File: src/rtl/vend_pkg.sv
// vend_pkg: shared types and constants for the customer-side sales controller.
//   - vend_state_e : sales FSM states
//   - PRICE_TABLE  : fixed product prices, 8 bits per type, type0 in the low byte
//   - price_of()   : price lookup by product type
//   - coin_value() : coin code to unit value (0=1, 1=2, 2=5, 3=10)
package vend_pkg;

    localparam int unsigned TYPE_W = 2;
    localparam int unsigned COIN_W = 2;

    typedef enum logic [1:0] {
        StIdle,
        StPay,
        StDispense,
        StChange
    } vend_state_e;

    localparam logic [31:0] PRICE_TABLE = {8'd15, 8'd12, 8'd8, 8'd5};

    function automatic logic [7:0] price_of(input logic [TYPE_W-1:0] t);
        return PRICE_TABLE[{t, 3'b000} +: 8];
    endfunction

    function automatic logic [7:0] coin_value(input logic [COIN_W-1:0] c);
        logic [7:0] v;
        case (c)
            2'd0:    v = 8'd1;
            2'd1:    v = 8'd2;
            2'd2:    v = 8'd5;
            default: v = 8'd10;
        endcase
        return v;
    endfunction

endpackage

File: src/rtl/vend_dispense_if.sv
// vend_dispense_if: front-panel / charge-path / actuator bundle of vend_dispense.
//   slave  modport : the controller (inputs chg_*, sel_*, coin_*, cancel, stock_rd_type)
//   master modport : the environment driving commands and observing actuator pulses
interface vend_dispense_if
    import vend_pkg::*;
#(
    parameter int unsigned COUNT_W = 5,
    parameter int unsigned PRICE_W = 8
);
    logic                chg_valid;
    logic [TYPE_W-1:0]   chg_type;
    logic [COUNT_W-1:0]  chg_num;
    logic                sel_valid;
    logic [TYPE_W-1:0]   sel_type;
    logic                coin_valid;
    logic [COIN_W-1:0]   coin_val;
    logic                cancel;
    logic [TYPE_W-1:0]   stock_rd_type;
    logic [COUNT_W-1:0]  stock_rd_cnt;
    logic                busy;
    logic                sold_out;
    logic                coin_reject;
    logic                dispense;
    logic [TYPE_W-1:0]   dispense_type;
    logic                change_valid;
    logic [PRICE_W-1:0]  change_amt;

    modport slave (
        input  chg_valid, chg_type, chg_num, sel_valid, sel_type, coin_valid, coin_val,
        input  cancel, stock_rd_type,
        output stock_rd_cnt, busy, sold_out, coin_reject, dispense, dispense_type,
        output change_valid, change_amt
    );

    modport master (
        output chg_valid, chg_type, chg_num, sel_valid, sel_type, coin_valid, coin_val,
        output cancel, stock_rd_type,
        input  stock_rd_cnt, busy, sold_out, coin_reject, dispense, dispense_type,
        input  change_valid, change_amt
    );

endinterface

File: src/rtl/vend_stock_table.sv
// vend_stock_table: per-type saturating stock counters.
//   i_add_*   : restock command, adds i_add_num to one type
//   i_dec_*   : removes one item of one type
//   i_rd_a/b  : two combinational readout ports (panel readout, selection check)
// Add and decrement on the same type in one cycle both apply; result clamps to [0, max].
module vend_stock_table
    import vend_pkg::*;
#(
    parameter int unsigned NUM_TYPES = 4,
    parameter int unsigned COUNT_W   = 5
) (
    input  logic               clk,
    input  logic               rst_n,
    input  logic               i_add_valid,
    input  logic [TYPE_W-1:0]  i_add_type,
    input  logic [COUNT_W-1:0] i_add_num,
    input  logic               i_dec_valid,
    input  logic [TYPE_W-1:0]  i_dec_type,
    input  logic [TYPE_W-1:0]  i_rd_a_type,
    output logic [COUNT_W-1:0] o_rd_a_cnt,
    input  logic [TYPE_W-1:0]  i_rd_b_type,
    output logic [COUNT_W-1:0] o_rd_b_cnt
);
    localparam logic [COUNT_W:0] CntMax = {1'b0, {COUNT_W{1'b1}}};

    logic [COUNT_W-1:0] r_stock      [NUM_TYPES];
    logic [COUNT_W-1:0] w_stock_next [NUM_TYPES];

    for (genvar g = 0; g < NUM_TYPES; g++) begin : g_cnt
        logic             w_add_hit;
        logic             w_dec_hit;
        logic [COUNT_W:0] w_sum;
        logic [COUNT_W:0] w_net;

        assign w_add_hit = i_add_valid && (i_add_type == TYPE_W'(g));
        assign w_dec_hit = i_dec_valid && (i_dec_type == TYPE_W'(g));
        // One extra bit holds the unclamped sum before saturation.
        assign w_sum = {1'b0, r_stock[g]} + (w_add_hit ? {1'b0, i_add_num} : '0);
        assign w_net = (w_dec_hit && (w_sum != '0)) ? w_sum - 1'b1 : w_sum;
        assign w_stock_next[g] = (w_net > CntMax) ? CntMax[COUNT_W-1:0] : w_net[COUNT_W-1:0];
    end

    always_ff @(posedge clk or negedge rst_n) begin
        if (!rst_n) begin
            for (int i = 0; i < NUM_TYPES; i++) r_stock[i] <= '0;
        end else begin
            for (int i = 0; i < NUM_TYPES; i++) r_stock[i] <= w_stock_next[i];
        end
    end

    assign o_rd_a_cnt = r_stock[i_rd_a_type];
    assign o_rd_b_cnt = r_stock[i_rd_b_type];

endmodule

File: src/rtl/vend_dispense.sv
// vend_dispense: customer-side sales controller.
//   clk, rst_n : system clock (rising edge), asynchronous active-low reset
//   bus        : vend_dispense_if.slave - restock, selection, coins, cancel, stock readout,
//                busy / sold_out / coin_reject / dispense / change actuator outputs
// Flow: IDLE -(select, in stock)-> PAY -(credit >= price)-> DISPENSE -> CHANGE -> IDLE.
// Optional macro VEND_TIMEOUT_EN: refund after TIMEOUT_CYC PAY cycles without a coin.
module vend_dispense
    import vend_pkg::*;
#(
    parameter int unsigned NUM_TYPES   = 4,
    parameter int unsigned COUNT_W     = 5,
    parameter int unsigned PRICE_W     = 8,
    parameter int unsigned TIMEOUT_CYC = 1000
) (
    input logic             clk,
    input logic             rst_n,
    vend_dispense_if.slave  bus
);
    vend_state_e        r_state, w_state_next;
    logic [TYPE_W-1:0]  r_type, w_type_next;
    logic [PRICE_W-1:0] r_credit, w_credit_next;
    logic [PRICE_W-1:0] w_credit_coin;
    logic [PRICE_W-1:0] w_price;
    logic               r_sold_out, r_coin_reject;
    logic [COUNT_W-1:0] w_sel_stock;
    logic               w_dec;
    logic               w_timeout;

    assign w_price       = PRICE_W'(price_of(r_type));
    // Credit including a coin arriving this cycle (only meaningful in PAY).
    assign w_credit_coin = r_credit +
                           (bus.coin_valid ? PRICE_W'(coin_value(bus.coin_val)) : '0);
    assign w_dec         = (r_state == StDispense);

    vend_stock_table #(
        .NUM_TYPES (NUM_TYPES),
        .COUNT_W   (COUNT_W)
    ) u_stock (
        .clk         (clk),
        .rst_n       (rst_n),
        .i_add_valid (bus.chg_valid),
        .i_add_type  (bus.chg_type),
        .i_add_num   (bus.chg_num),
        .i_dec_valid (w_dec),
        .i_dec_type  (r_type),
        .i_rd_a_type (bus.stock_rd_type),
        .o_rd_a_cnt  (bus.stock_rd_cnt),
        .i_rd_b_type (bus.sel_type),
        .o_rd_b_cnt  (w_sel_stock)
    );

`ifdef VEND_TIMEOUT_EN
    localparam int unsigned ToW = $clog2(TIMEOUT_CYC + 1);
    logic [ToW-1:0] r_to_cnt;

    always_ff @(posedge clk or negedge rst_n) begin
        if (!rst_n) begin
            r_to_cnt <= '0;
        end else if ((r_state != StPay) || bus.coin_valid) begin
            r_to_cnt <= '0;
        end else begin
            r_to_cnt <= r_to_cnt + 1'b1;
        end
    end

    // r_to_cnt counts coinless PAY cycles already elapsed; this is the last one.
    assign w_timeout = (r_state == StPay) && !bus.coin_valid &&
                       (r_to_cnt == ToW'(TIMEOUT_CYC - 1));
`else
    assign w_timeout = 1'b0;
`endif

    always_comb begin
        w_state_next  = r_state;
        w_type_next   = r_type;
        w_credit_next = r_credit;
        case (r_state)
            StIdle: begin
                if (bus.sel_valid && (w_sel_stock != '0)) begin
                    w_type_next   = bus.sel_type;
                    w_credit_next = '0;
                    w_state_next  = StPay;
                end
            end
            StPay: begin
                w_credit_next = w_credit_coin;
                if (bus.cancel) begin
                    w_state_next = (w_credit_coin == '0) ? StIdle : StChange;
                end else if (bus.coin_valid && (w_credit_coin >= w_price)) begin
                    w_state_next = StDispense;
                end else if (w_timeout) begin
                    w_state_next = (r_credit == '0) ? StIdle : StChange;
                end
            end
            StDispense: begin
                // Credit register is reused to hold the change owed.
                w_credit_next = r_credit - w_price;
                w_state_next  = (r_credit != w_price) ? StChange : StIdle;
            end
            StChange: begin
                w_credit_next = '0;
                w_state_next  = StIdle;
            end
            default: begin
                w_state_next = StIdle;
            end
        endcase
    end

    always_ff @(posedge clk or negedge rst_n) begin
        if (!rst_n) begin
            r_state       <= StIdle;
            r_type        <= '0;
            r_credit      <= '0;
            r_sold_out    <= 1'b0;
            r_coin_reject <= 1'b0;
        end else begin
            r_state       <= w_state_next;
            r_type        <= w_type_next;
            r_credit      <= w_credit_next;
            r_sold_out    <= (r_state == StIdle) && bus.sel_valid && (w_sel_stock == '0);
            r_coin_reject <= bus.coin_valid && (r_state != StPay);
        end
    end

    assign bus.busy          = (r_state != StIdle);
    assign bus.sold_out      = r_sold_out;
    assign bus.coin_reject   = r_coin_reject;
    assign bus.dispense      = (r_state == StDispense);
    assign bus.dispense_type = (r_state == StDispense) ? r_type : '0;
    assign bus.change_valid  = (r_state == StChange);
    assign bus.change_amt    = (r_state == StChange) ? r_credit : '0;

endmodule

File: src/flat_wrapper.sv
// flat-port wrapper written by rule: the top's interface ports become plain ports
module vend_dispense_flat import vend_pkg::*;
#(
    parameter int unsigned NUM_TYPES   = 4,
    parameter int unsigned COUNT_W     = 5,
    parameter int unsigned PRICE_W     = 8,
    parameter int unsigned TIMEOUT_CYC = 1000
)
  (clk, rst_n, bus_chg_valid, bus_chg_type, bus_chg_num, bus_sel_valid, bus_sel_type, bus_coin_valid, bus_coin_val, bus_cancel, bus_stock_rd_type, bus_stock_rd_cnt, bus_busy, bus_sold_out, bus_coin_reject, bus_dispense, bus_dispense_type, bus_change_valid, bus_change_amt);
  vend_dispense_if #(.COUNT_W(COUNT_W), .PRICE_W(PRICE_W)) bus_i ();
  input logic clk;
  input logic rst_n;
  input wire logic [$bits(bus_i.chg_valid)-1:0] bus_chg_valid;
  input wire logic [$bits(bus_i.chg_type)-1:0] bus_chg_type;
  input wire logic [$bits(bus_i.chg_num)-1:0] bus_chg_num;
  input wire logic [$bits(bus_i.sel_valid)-1:0] bus_sel_valid;
  input wire logic [$bits(bus_i.sel_type)-1:0] bus_sel_type;
  input wire logic [$bits(bus_i.coin_valid)-1:0] bus_coin_valid;
  input wire logic [$bits(bus_i.coin_val)-1:0] bus_coin_val;
  input wire logic [$bits(bus_i.cancel)-1:0] bus_cancel;
  input wire logic [$bits(bus_i.stock_rd_type)-1:0] bus_stock_rd_type;
  output wire logic [$bits(bus_i.stock_rd_cnt)-1:0] bus_stock_rd_cnt;
  output wire logic [$bits(bus_i.busy)-1:0] bus_busy;
  output wire logic [$bits(bus_i.sold_out)-1:0] bus_sold_out;
  output wire logic [$bits(bus_i.coin_reject)-1:0] bus_coin_reject;
  output wire logic [$bits(bus_i.dispense)-1:0] bus_dispense;
  output wire logic [$bits(bus_i.dispense_type)-1:0] bus_dispense_type;
  output wire logic [$bits(bus_i.change_valid)-1:0] bus_change_valid;
  output wire logic [$bits(bus_i.change_amt)-1:0] bus_change_amt;
  assign bus_i.chg_valid = bus_chg_valid;
  assign bus_i.chg_type = bus_chg_type;
  assign bus_i.chg_num = bus_chg_num;
  assign bus_i.sel_valid = bus_sel_valid;
  assign bus_i.sel_type = bus_sel_type;
  assign bus_i.coin_valid = bus_coin_valid;
  assign bus_i.coin_val = bus_coin_val;
  assign bus_i.cancel = bus_cancel;
  assign bus_i.stock_rd_type = bus_stock_rd_type;
  assign bus_stock_rd_cnt = bus_i.stock_rd_cnt;
  assign bus_busy = bus_i.busy;
  assign bus_sold_out = bus_i.sold_out;
  assign bus_coin_reject = bus_i.coin_reject;
  assign bus_dispense = bus_i.dispense;
  assign bus_dispense_type = bus_i.dispense_type;
  assign bus_change_valid = bus_i.change_valid;
  assign bus_change_amt = bus_i.change_amt;
  vend_dispense #(.NUM_TYPES(NUM_TYPES), .COUNT_W(COUNT_W), .PRICE_W(PRICE_W), .TIMEOUT_CYC(TIMEOUT_CYC)) u_core (.clk(clk), .rst_n(rst_n), .bus(bus_i));
endmodule
File: config.mk
export PLATFORM = sky130hd
export DESIGN_NAME = vend_dispense_flat
export DESIGN_NICKNAME = d
export VERILOG_FILES = /design/src/rtl/vend_pkg.sv /design/src/rtl/vend_dispense_if.sv /design/src/rtl/vend_stock_table.sv /design/src/rtl/vend_dispense.sv /design/src/flat_wrapper.sv
export SDC_FILE = /design/constraint.sdc
export NUM_CORES = 1
export LEC_CHECK = 0
export ABC_AREA = 1
export ABC_CLOCK_PERIOD_IN_PS = 5800
export BUFFER_PORTS_ARGS = -buffer_cell sky130_fd_sc_hd__buf_2
export CORE_AREA = 10 10 113 115
export DETAILED_ROUTE_END_ITERATION = 8
export DIE_AREA = 0 0 123 125
export PLACE_DENSITY = 0.66
export REMOVE_ABC_BUFFERS = 1
export SLEW_MARGIN = 25
export SYNTH_ARGS = -nofsm -noshare
export SYNTH_HDL_FRONTEND = slang
export SYNTH_SLANG_ARGS = --single-unit
File: constraint.sdc
create_clock -name clk -period 5.8 [get_ports clk]
set_clock_uncertainty 0.1 [all_clocks]
set_input_delay 0.29 -clock clk [delete_from_list [all_inputs] [get_ports clk]]
set_output_delay 0.29 -clock clk [all_outputs]
set_load 0.02 [all_outputs]
==> impl_metrics.csv, run 1 <==
group,metric,value,unit
placed_design,postPlaceCellArea,4352,sq um
hold_path,hp-class,"input pin to async pin",
floorplanning,io_pins,39,
worst_setup_path,cp_cell_sequence,"inv_1, ha_1, inv_1, ha_1, inv_1, fa_1, nand2_1, a21oi_1, or2_2, o21ai_0, nand2_1, o2bb2ai_1, nand3_1, o21ai_1",
floorplanning,die_w,123,um
final_layout,antenna_cells,0,
synth,synth_warnings,0,
timing,fmax,366.8,MHz
worst_setup_path,path_common_cell,"inv_1",
run,drv_cap,0,
clock_tree,clk_latency,0.29,ns
run_status,violations,"hold timing",
timing,finalSetupViolations,0,
synth,yosysSeqAreaShare,0.2114,
power_and_ir_drop,swShare,0.5292,
clock_tree,root_buffer,"clkbuf_8",
timing,grt_setup_unrepaired,"false",
worst_setup_path,slowest_stage,"dfrtp_1",
timing,timing.final.crit_share,0.4700,
drt,first_iter_violations,242,
synth,synth_edf_count,0,
power_and_ir_drop,vdd_drop_max,130.7,uV
worst_setup_path,start_kind,"flop",
final_layout,final_net_count,737,
final_layout,layout-drive-gt1-share,0.09653,
floorplanning,core,10600,sq um
global_route,grt_pass1_vias,3745,
timing,slew-limit-headroom,0.4888,
worst_setup_path,worstPathRequired,5.90,ns
clock_tree,cts_buffers,5,
clock_tree,cts_resized,0,
floorplanning,fp-row-count,38,
worst_setup_path,crit_fanout,5,
power_and_ir_drop,p_switching,981.1,uW
synth,ys_ff_latch,34,
drt,vias_per_cell,4.892,
power_and_ir_drop,p_leak,2.524,nW
worst_setup_path,cp-end-kind,"flop",
global_route,grt_max_degree,35,
drt,drtAntennaViolNets,0,
worst_setup_path,crit_family,"adder cells",
synth,synth_area,4024,sq um
drt,drt_pass1_iterations,4,
synth,synth_async_sr_flop_share,1.000,
timing,tightest_slew,0.7667,ns
clock_tree,htreeDepth,2,
clock_tree,cts_sinks,34,
clock_tree,cts_tree,"yes",
drt,wl_per_cell,12.55,um
power_and_ir_drop,p_clk_frac,0.090,
placed_design,place_congestion,0.9522,
power_and_ir_drop,seqPwrFrac,0.242,
timing,finalSetupTns,0,ns
timing,min_period,2.726,ns
clock_tree,post-cts-setup-buffers,0,
global_route,gr-total-overflow,0,
worst_setup_path,crit_type,"flop to flop",
worst_setup_path,cp_num_buf_inv,3,
synth,synth_cell_types,34,
run_status,status,"complete, but fails checks",
final_layout,post-route-cell-area,4428,sq um
power_and_ir_drop,power,1.854,mW
final_layout,syn2layout_area_growth,10.04,%
power_and_ir_drop,powerDensity,418.7,nW/um^2
floorplanning,die_area,15380,sq um
worst_setup_path,crit_arrival,2.83,ns
drt,wl,10080,um
timing,slew_violations,0,
global_route,antenna_found_initial,0,
power_and_ir_drop,p_int,872.9,uW
synth,avgSynthCellArea,6.418,sq um
clock_tree,ctsHoldBuffers,0,
global_route,grt_usage,0.1349,
floorplanning,die_h,125,um
clock_tree,path_clk_slew,0.07,ns
drt,drc,0,
placed_design,hpwl,8294,um
power_and_ir_drop,p_comb_frac,0.668,
timing,finalHoldViolCount,34,
global_route,grt_pass1_wl,17350,um
synth,syn_inst,627,
placed_design,io_buffers,38,
clock_tree,cts_buffer_depth,2,
timing,whs,-0.03286,ns
synth,yosys_most_used_dff,"dfrtp_1",
drt,num_vias,3928,
worst_setup_path,max_stage_delay,0.43,ns
floorplanning,start_util,0.3795,
worst paths after layout:
| path | start | endpoint | slack, ns | cells after the start |
|---|---|---|---|---|
| max | u_core.r_type[0]$_DFFE_PN0P_ | u_core.r_credit[6]$_DFFE_PN0P_ | 3.07 | 14 |
| min | rst_n | u_core.bus.coin_reject$_DFF_PN0_ | -0.03 | 1 |
| max reg2reg | u_core.r_type[0]$_DFFE_PN0P_ | u_core.r_credit[6]$_DFFE_PN0P_ | 3.07 | 14 |
| min reg2reg | u_core.r_state[1]$_DFFE_PN0P_ | u_core.r_state[1]$_DFFE_PN0P_ | 0.44 | 2 |
| max in group asynchronous | rst_n | u_core.r_credit[5]$_DFFE_PN0P_ | 5.14 | 1 |
| min in group clk | bus_sel_valid | u_core.bus.sold_out$_DFF_PN0_ | 0.14 | 3 |
cells in the mapped netlist (7+ instances only):
cell       n  share of area
a21oi_1   25          0.031
dfrtp_1   34           0.21
ha_1      49           0.15
inv_1    103          0.096
inv_2      7         0.0065
nand2_1  168           0.16
nand3_1   51          0.063
nand4_1   13          0.020
nor2_1    68          0.063
nor3_1     7         0.0087
o21ai_0   25          0.031
o21ai_1   11          0.014
xnor2_1    8          0.017
layer usage:
metal	global-route usage	wire, um	part of all wire
met4	0.04729	226	0.022
met1	0.1765	4752	0.47
met2	0.2228	4886	0.48
met3	0.01575	215	0.021
met5	0	0	0
power groups by stage:
stage / logic, mW / clock network, mW / registers (mW)
5_1_grt: 1.43 / 0.185 / 0.462
3_3_place_gp: 1.20 / 0 / 0.449
4_1_cts: 1.24 / 0.175 / 0.448
2_1_floorplan: 0.955 / 0 / 0.412
6_report: 1.24 / 0.167 / 0.449
3_5_place_dp: 1.23 / 0 / 0.451
logic make-up after synthesis:
logic type | synth area share
AND/OR/NAND/NOR | 0.3427
AO/OA/AOI/OAI | 0.1020
flip-flops | 0.2114
buffers and inverters | 0.1163
adder cells (fa/ha/maj) | 0.1822
XOR/XNOR | 0.04540
metrics by stage:
stage / setup WS, ns / instances / utilization
global route: 2.799 / 803 / 0.4176
finish: 3.074 / 803 / 0.4176
CTS: 3.047 / 803 / 0.4176
detailed placement: 2.906 / 796 / 0.4104
floorplan: 3.332 / 618 / -
global placement: 2.918 / 796 / 0.4104
registers in the layout (all words and copies together) (netlist names):
name,count
u_core.u_stock.r_stock,20
u_core.r_credit,8
u_core.r_state,2
u_core.r_type,2
u_core.bus.coin_reject,1
u_core.bus.sold_out,1
worst reg2reg max path, stage by stage, from the launching register on:
cell and delay, ns:
dfrtp_1 0.43, inv_1 0.11, ha_1 0.30, inv_1 0.09, ha_1 0.14, inv_1 0.06
fa_1 0.39, nand2_1 0.10, a21oi_1 0.06, or2_2 0.31, o21ai_0 0.16, nand2_1 0.06
o2bb2ai_1 0.14, nand3_1 0.08, o21ai_1 0.11
area by class of cell:
type,count,area [sq um]
Fill cell,1141,6175
Multi-Input combinational cell,473,2705
Sequential cell,34,850.8
Inverter,111,430.4
Timing Repair Buffer,38,190.2
Tap cell,140,175.2
Clock buffer,7,76.32
cell usage in the layout, fill, tap and decap left out:
master / n
a21boi_0: 1
a21oi_1: 25
a21oi_2: 4
a31oi_1: 1
a32o_1: 1
and2_1: 2
buf_2: 38
bufinv_8: 1
clkbuf_1: 2
clkbuf_8: 5
dfrtp_1: 34
fa_1: 6
ha_1: 49
inv_1: 103
inv_2: 7
nand2_1: 168
nand2_2: 1
nand3_1: 51
nand3b_1: 2
nand4_1: 13
nor2_1: 68
nor2_2: 2
nor3_1: 7
nor4_1: 4
o21ai_0: 25
o21ai_1: 11
o22ai_1: 6
o2bb2ai_1: 1
or2_1: 5
or2_2: 3
xnor2_1: 8
xor2_1: 6
xor2_2: 2
xor2_4: 1
Note: power is estimated with default switching activity, not from simulation.
==> run 2: changes to the inputs <==
--- a/config.mk
+++ b/config.mk
@@ -6,12 +6,12 @@
 export NUM_CORES = 1
 export LEC_CHECK = 0
 export ABC_AREA = 1
-export ABC_CLOCK_PERIOD_IN_PS = 5800
+export ABC_CLOCK_PERIOD_IN_PS = 2400
 export BUFFER_PORTS_ARGS = -buffer_cell sky130_fd_sc_hd__buf_2
 export CORE_AREA = 10 10 113 115
 export DETAILED_ROUTE_END_ITERATION = 8
 export DIE_AREA = 0 0 123 125
-export PLACE_DENSITY = 0.66
+export PLACE_DENSITY = 0.68
 export REMOVE_ABC_BUFFERS = 1
 export SLEW_MARGIN = 25
 export SYNTH_ARGS = -nofsm -noshare
==> constraint.sdc (replaced) <==
create_clock -name clk -period 2.4 [get_ports clk]
set_clock_uncertainty 0.1 [all_clocks]
set_input_delay 0.12 -clock clk [delete_from_list [all_inputs] [get_ports clk]]
set_output_delay 0.12 -clock clk [all_outputs]
set_load 0.02 [all_outputs]
==> run 2 against run 1 <==
The run ends with setup timing left. Die area did not move. Final area rose by 17%. Maximum frequency rose by 12%. Non-clock buffer count rose by 69. Clock power rose to 2.8 times the previous value. Register-to-register slack got worse by 3.1 ns. Power rose to 2.9 times the previous value. First-iteration DRC count rose by 21%. Setup slack got worse by 3.1 ns. Highest routed layer unchanged. Routed wire length rose by 12%. Sequential share of layout area fell by 2.8 points. Count of clock-buffer cells in the layout fell by 1.
==> impl_metrics.csv, run 2 (synthesis gave the netlist of run 1 again) <==
group,metric,value,unit
floorplanning,die_h,125,um
worst_setup_path,worstPathRequired,2.54,ns
drt,wl,11280,um
worst_setup_path,crit_type,"flop to flop",
final_layout,mostFrequentLayoutCells,"158 x nand2_1, 91 x inv_1, 66 x buf_4, 63 x nor2_1, 50 x nand3_1",
global_route,gr-total-overflow,0,
power_and_ir_drop,vdd_drop_max,439.7,uV
final_layout,largest_register,"u_core.u_stock.r_stock",
drt,vias_per_cell,4.901,
final_layout,mostFrequentLayoutCell,"nand2_1",
clock_tree,cts_tree,"yes",
timing,fmax,410.8,MHz
power_and_ir_drop,powerDensity,1047,nW/um^2
worst_setup_path,crit_family,"simple AND/OR/NAND/NOR gates",
run_status,status,"complete, but fails checks",
timing,finalSetupViolations,2,
worst_setup_path,path_common_cell,"nand2_2",
floorplanning,core,10600,sq um
timing,timing.final.crit_share,1.014,
drt,drc,0,
placed_design,dp_slack,-0.2041,ns
final_layout,reg_top3,"u_core.u_stock.r_stock (20), u_core.r_credit (8)",
timing,min_period,2.434,ns
hold_path,hp-class,"input pin to flop",
drt,wl_per_cell,12.92,um
clock_tree,cts_buffers,5,
timing,tightest_slew,0.8022,ns
run_status,violations,"setup timing",
floorplanning,die_area,15380,sq um
drt,first_iter_violations,293,
power_and_ir_drop,power,5.429,mW
run,drv_cap,0,
global_route,grt_max_degree,35,
worst_setup_path,r2r_setup_slack,-0.03,ns
final_layout,final_net_count,806,
worst_setup_path,start_kind,"flop",
drt,drt_pass1_iterations,6,
drt,num_vias,4279,
global_route,grt_usage,0.1421,
timing,setup_ws,-0.03424,ns
global_route,grt_pass1_wl,18550,um
drt,drtAntennaViolNets,0,
placed_design,io_buffers,38,
clock_tree,root_buffer,"clkbuf_8",
timing,slew_violations,0,
final_layout,antenna_cells,0,
clock_tree,cts_sinks,34,
clock_tree,path_clk_slew,0.08,ns
final_layout,syn2layout_area_growth,28.82,%
timing,grt_setup_unrepaired,"true",
final_layout,layout-drive-gt1-share,0.2592,
clock_tree,htreeDepth,2,
floorplanning,fp-row-count,38,
clock_tree,clk_latency,0.29,ns
worst_setup_path,crit_fanout,3,
placed_design,hpwl,8560,um
worst_setup_path,slowest_stage,"dfrtp_1",
worst_setup_path,cp_num_buf_inv,2,
worst_setup_path,cp-end-kind,"flop",
floorplanning,die_w,123,um
worst_setup_path,crit_arrival,2.57,ns
timing,slew-limit-headroom,0.4652,
global_route,antenna_found_initial,0,
clock_tree,cts_buffer_depth,2,
floorplanning,io_pins,39,
worst_setup_path,max_stage_delay,0.40,ns
floorplanning,start_util,0.3795,
global_route,grt_pass1_vias,4011,
worst_setup_path,cp_cell_sequence,"ha_2, fa_2, nand2_2, inv_2, or2_4, inv_2, ha_4, nand2_2, nand2_2, a21oi_2, nand3_1, nand2_1, nand2_2, nand2_2, nand2_1, nand2_1",
timing,finalHoldViolCount,0,
power_and_ir_drop,p_leak,2.859,nW
placed_design,place_congestion,0.9607,
final_layout,largest_register_ffs,20,
==> run 2: worst paths after layout <==
path / from / to / depth (start not counted)
setup / recovery: u_core.r_credit[0]$_DFFE_PN0P_ / u_core.r_state[1]$_DFFE_PN0P_ / 16
hold / removal: bus_sel_type[1] / u_core.r_type[1]$_DFFE_PN0P_ / 3
setup reg to reg: u_core.r_credit[0]$_DFFE_PN0P_ / u_core.r_state[1]$_DFFE_PN0P_ / 16
hold reg to reg: u_core.r_state[0]$_DFFE_PN0P_ / u_core.r_state[0]$_DFFE_PN0P_ / 2
max in group asynchronous: rst_n / u_core.u_stock.r_stock[12]$_DFF_PN0_ / 2
min in group asynchronous: rst_n / u_core.r_credit[1]$_DFFE_PN0P_ / 2
==> run 2: what timing repair did <==
action / CTS / global route
hold buffers: 3 / 0
hold endpoints to repair: 36 / 0
setup endpoints to repair: 4 / 24
resized for setup: 19 / 50
buffers inserted: 4 / 13
pin swaps: 11 / 31
==> run 2: through the flow <==
stage	std cells	hold WS, ns	TNS (ns)	cell area [sq um]	utilization
2_1_floorplan	618	-0.2756	-0.05239	3986	-
3_3_place_gp	845	0.1357	-1.730	4720	0.4451
3_5_place_dp	845	0.1598	-3.306	4720	0.4451
4_1_cts	860	0.0007398	-0.06546	4932	0.4652
5_1_grt	873	0.009465	-0.8449	5184	0.4889
6_report	873	0.03125	-0.06205	5184	0.4889
==> run 2: per-layer routing <==
metal	vias to the layer above	wire length (um)	global-route usage
li1	2199	-	-
met1	1961	5027	0.1812
met2	94	5635	0.2427
met3	25	371	0.01755
met4	0	243	0.04249
met5	-	0	0
==> run 2: layout make-up <==
type	instances	area [sq um]
Tap cell	140	175.2
Inverter	111	435.4
Multi-Input combinational cell	473	2905
Clock inverter	2	12.51
Fill cell	1009	5419
Clock buffer	6	82.58
Timing Repair Buffer	107	721.9
Sequential cell	34	850.8
==> run 2: worst reg2reg max path: stages, from the launching register on <==
cell	delay [ns]
dfrtp_1	0.40
ha_2	0.19
fa_2	0.36
nand2_2	0.09
inv_2	0.04
or2_4	0.23
inv_2	0.07
ha_4	0.19
nand2_2	0.06
nand2_2	0.05
a21oi_2	0.14
nand3_1	0.09
nand2_1	0.09
nand2_2	0.08
nand2_2	0.08
nand2_1	0.06
nand2_1	0.06
==> run 2: where the power goes <==
group	internal (mW)	switching (mW)	total, mW
Clock	0.231	0.232	0.462
Combinational	1.70	2.22	3.91
Sequential	0.814	0.240	1.05
Total	2.74	2.69	5.43
==> run 3: changes to the inputs <==
--- a/config.mk
+++ b/config.mk
@@ -8,9 +8,10 @@
 export ABC_AREA = 1
 export ABC_CLOCK_PERIOD_IN_PS = 2400
 export BUFFER_PORTS_ARGS = -buffer_cell sky130_fd_sc_hd__buf_2
-export CORE_AREA = 10 10 113 115
+export CORE_AREA = 10 10 108 120
+export CTS_CLUSTER_SIZE = 16
 export DETAILED_ROUTE_END_ITERATION = 8
-export DIE_AREA = 0 0 123 125
+export DIE_AREA = 0 0 118 130
 export PLACE_DENSITY = 0.68
 export REMOVE_ABC_BUFFERS = 1
 export SLEW_MARGIN = 25
==> constraint.sdc (replaced) <==
create_clock -name clk -period 2.4 [get_ports clk]
set_clock_uncertainty 0.1 [all_clocks]
set_input_delay 0.12 -clock clk [delete_from_list [all_inputs] [get_ports clk]]
set_output_delay 0.12 -clock clk [all_outputs]
set_load 0.1 [all_outputs]
==> run 3 against run 2 <==
The run still ends with setup timing left. First-iteration DRC count rose by 8.2%. Worst hold slack worse by 0.0083 ns. Die area decreased by 0.23%. Via count rose by 2.4%. Routed wire length increased by 4.2%. Power grew 13%. Maximum frequency decreased by 0.46%. Flip-flop and latch count stayed put. Critical path type unchanged. Critical endpoint is now u_core.r_credit[6]$_DFFE_PN0P_. Largest power group unchanged.
==> impl_metrics.csv, run 3 (synthesis gave the netlist of run 1 again) <==
group,metric,value,unit
run_status,status,"complete, but fails checks",
run_status,violations,"setup timing",
drt,drc,0,
global_route,grt_pass1_vias,4086,
placed_design,place_congestion,0.9270,
timing,slew-limit-headroom,0.4418,
drt,num_vias,4383,
clock_tree,cts_tree,"yes",
timing,grt_setup_unrepaired,"true",
worst_setup_path,r2r_setup_slack,-0.05,ns
floorplanning,fp-row-count,40,
placed_design,hpwl,8999,um
final_layout,final_net_count,803,
drt,drt_pass1_iterations,6,
floorplanning,core,10610,sq um
final_layout,syn2layout_area_growth,30.01,%
final_layout,largest_register,"u_core.u_stock.r_stock",
global_route,grt_usage,0.1420,
final_layout,mostFrequentLayoutCell,"nand2_1",
timing,tightest_slew,0.8374,ns
timing,fmax,408.9,MHz
timing,min_period,2.445,ns
timing,setup_ws,-0.04543,ns
drt,drtAntennaViolNets,0,
final_layout,largest_register_ffs,20,
clock_tree,cts_sinks,34,
worst_setup_path,slowest_stage,"dfrtp_1",
worst_setup_path,worstSetupStartpoint,"u_core.r_type[1]$_DFFE_PN0P_",
final_layout,ff_latch_area,850.8,sq um
drt,wl,11750,um
run,drv_cap,0,
clock_tree,root_buffer,"clkbuf_16",
drt,first_iter_violations,317,
hold_path,hold_start,"bus_sel_type[1]",
floorplanning,die_h,130,um
final_layout,final_util,0.4930,
power_and_ir_drop,powerDensity,1176,nW/um^2
timing,finalHoldViolCount,0,
timing,finalSetupViolations,1,
worst_setup_path,crit_family,"adder cells",
global_route,gr-total-overflow,0,
final_layout,fillers,1054,
global_route,grt_pass1_wl,18530,um
final_layout,reg_top3,"u_core.u_stock.r_stock (20), u_core.r_credit (8)",
worst_setup_path,crit_arrival,2.54,ns
worst_setup_path,start_kind,"flop",
global_route,grt_max_degree,35,
worst_setup_path,reg2reg_from,"u_core.r_type[1]$_DFFE_PN0P_",
final_layout,stdcell_count,877,
placed_design,placed_cells,854,
final_layout,mostFrequentLayoutCells,"158 x nand2_1, 91 x inv_1, 64 x buf_4, 63 x nor2_1, 50 x nand3_1",
hold_path,hp-class,"input pin to flop",
worst_setup_path,crit_type,"flop to flop",
power_and_ir_drop,vdd_drop_max,411.6,uV
final_layout,antenna_cells,0,
drt,vias_per_cell,4.998,
timing,finalSetupTns,-0.04543,ns
floorplanning,start_util,0.3792,
worst_setup_path,worstPathRequired,2.50,ns
drt,wl_per_cell,13.39,um
timing,slew_violations,0,
floorplanning,io_pins,39,
floorplanning,die_area,15340,sq um
clock_tree,clk_latency,0.28,ns
clock_tree,cts_buffers,5,
final_layout,layout-drive-gt1-share,0.2521,
worst_setup_path,cp_cell_sequence,"inv_2, ha_4, inv_4, ha_4, inv_4, fa_2, nand2_2, a21oi_2, or2_4, o21ai_2, nand2_1, o2bb2ai_2, nand3_1, o21ai_1",
worst_setup_path,cp_num_buf_inv,3,
placed_design,io_buffers,38,
timing,timing.final.crit_share,1.019,
final_layout,multi_input_area,2903,sq um
worst_setup_path,cp-end-kind,"flop",
clock_tree,path_clk_slew,0.06,ns
floorplanning,die_w,118,um
worst_setup_path,crit_fanout,3,
clock_tree,cts_buffer_depth,2,
power_and_ir_drop,p_leak,2.879,nW
global_route,antenna_found_initial,0,
worst_setup_path,max_stage_delay,0.40,ns
clock_tree,htreeDepth,2,
## run 3: changes by cell type in the layout (fill, tap and decap cells not counted), sizes merged
| cell | change |
|---|---|
| buf | -2 |
| dlygate4sd3 | -1 |
| clkinvlp | -1 |
| clkbuf | +1 |
## run 3: power breakdown
part | leakage (nW) | switching [mW] | internal, mW
Sequential | 0.409 | 0.259 | 0.816
Combinational | 2.40 | 2.70 | 1.72
Clock | 0.0739 | 0.247 | 0.412
Total | 2.88 | 3.21 | 2.94
## run 3: timing repair
item / in CTS / in global routing
buffers inserted: 3 / 10
endpoints found under the setup margin: 4 / 25
pin swaps: 12 / 29
hold buffers: 2 / 0
hold endpoints to repair: 35 / 0
gates resized for setup: 17 / 53
## run 3: worst register-to-register path, stage by stage (launching register included)
cell and delay, ns:
dfrtp_1 0.40, inv_2 0.09, ha_4 0.21, inv_4 0.06, ha_4 0.14, inv_4 0.04
fa_2 0.40, nand2_2 0.09, a21oi_2 0.05, or2_4 0.27, o21ai_2 0.13, nand2_1 0.07
o2bb2ai_2 0.13, nand3_1 0.08, o21ai_1 0.10
## run 3: cell type report
class                           instances  area share
Multi-Input combinational cell        473      0.5549
Sequential cell                        34      0.1626
Clock inverter                          1   0.0009567
Timing Repair Buffer                  104      0.1344
Tap cell                              147     0.03516
Clock buffer                            7     0.02727
Inverter                              111     0.08467
## run 3: layer usage
layer,vias up,track usage,wire (um)
met5,-,0,0
met4,0,0.04585,238
met3,25,0.01210,516
met2,123,0.2702,6163
met1,2036,0.1650,4828
li1,2199,-,-
## run 3: final timing paths
check,to,depth (start not counted)
setup / recovery,u_core.r_credit[6]$_DFFE_PN0P_,14
min in group asynchronous,u_core.u_stock.r_stock[5]$_DFF_PN0_,2
setup reg to reg,u_core.r_credit[6]$_DFFE_PN0P_,14
max in group asynchronous,u_core.u_stock.r_stock[15]$_DFF_PN0_,2
hold / removal,u_core.r_type[1]$_DFFE_PN0P_,3
hold reg to reg,u_core.r_state[0]$_DFFE_PN0P_,2
## run 3: stage by stage
stage	power [mW]	hold slack [ns]	setup slack (ns)	cell area [sq um]
4_1_cts	5.754	0.02398	-0.03449	4981
5_1_grt	6.659	0.04695	-0.1720	5231
3_3_place_gp	4.869	0.1601	-0.1709	4743
2_1_floorplan	3.765	-0.2756	-0.3524	3986
3_5_place_dp	4.975	0.1723	-0.2285	4743
6_report	6.153	0.02295	-0.04543	5231
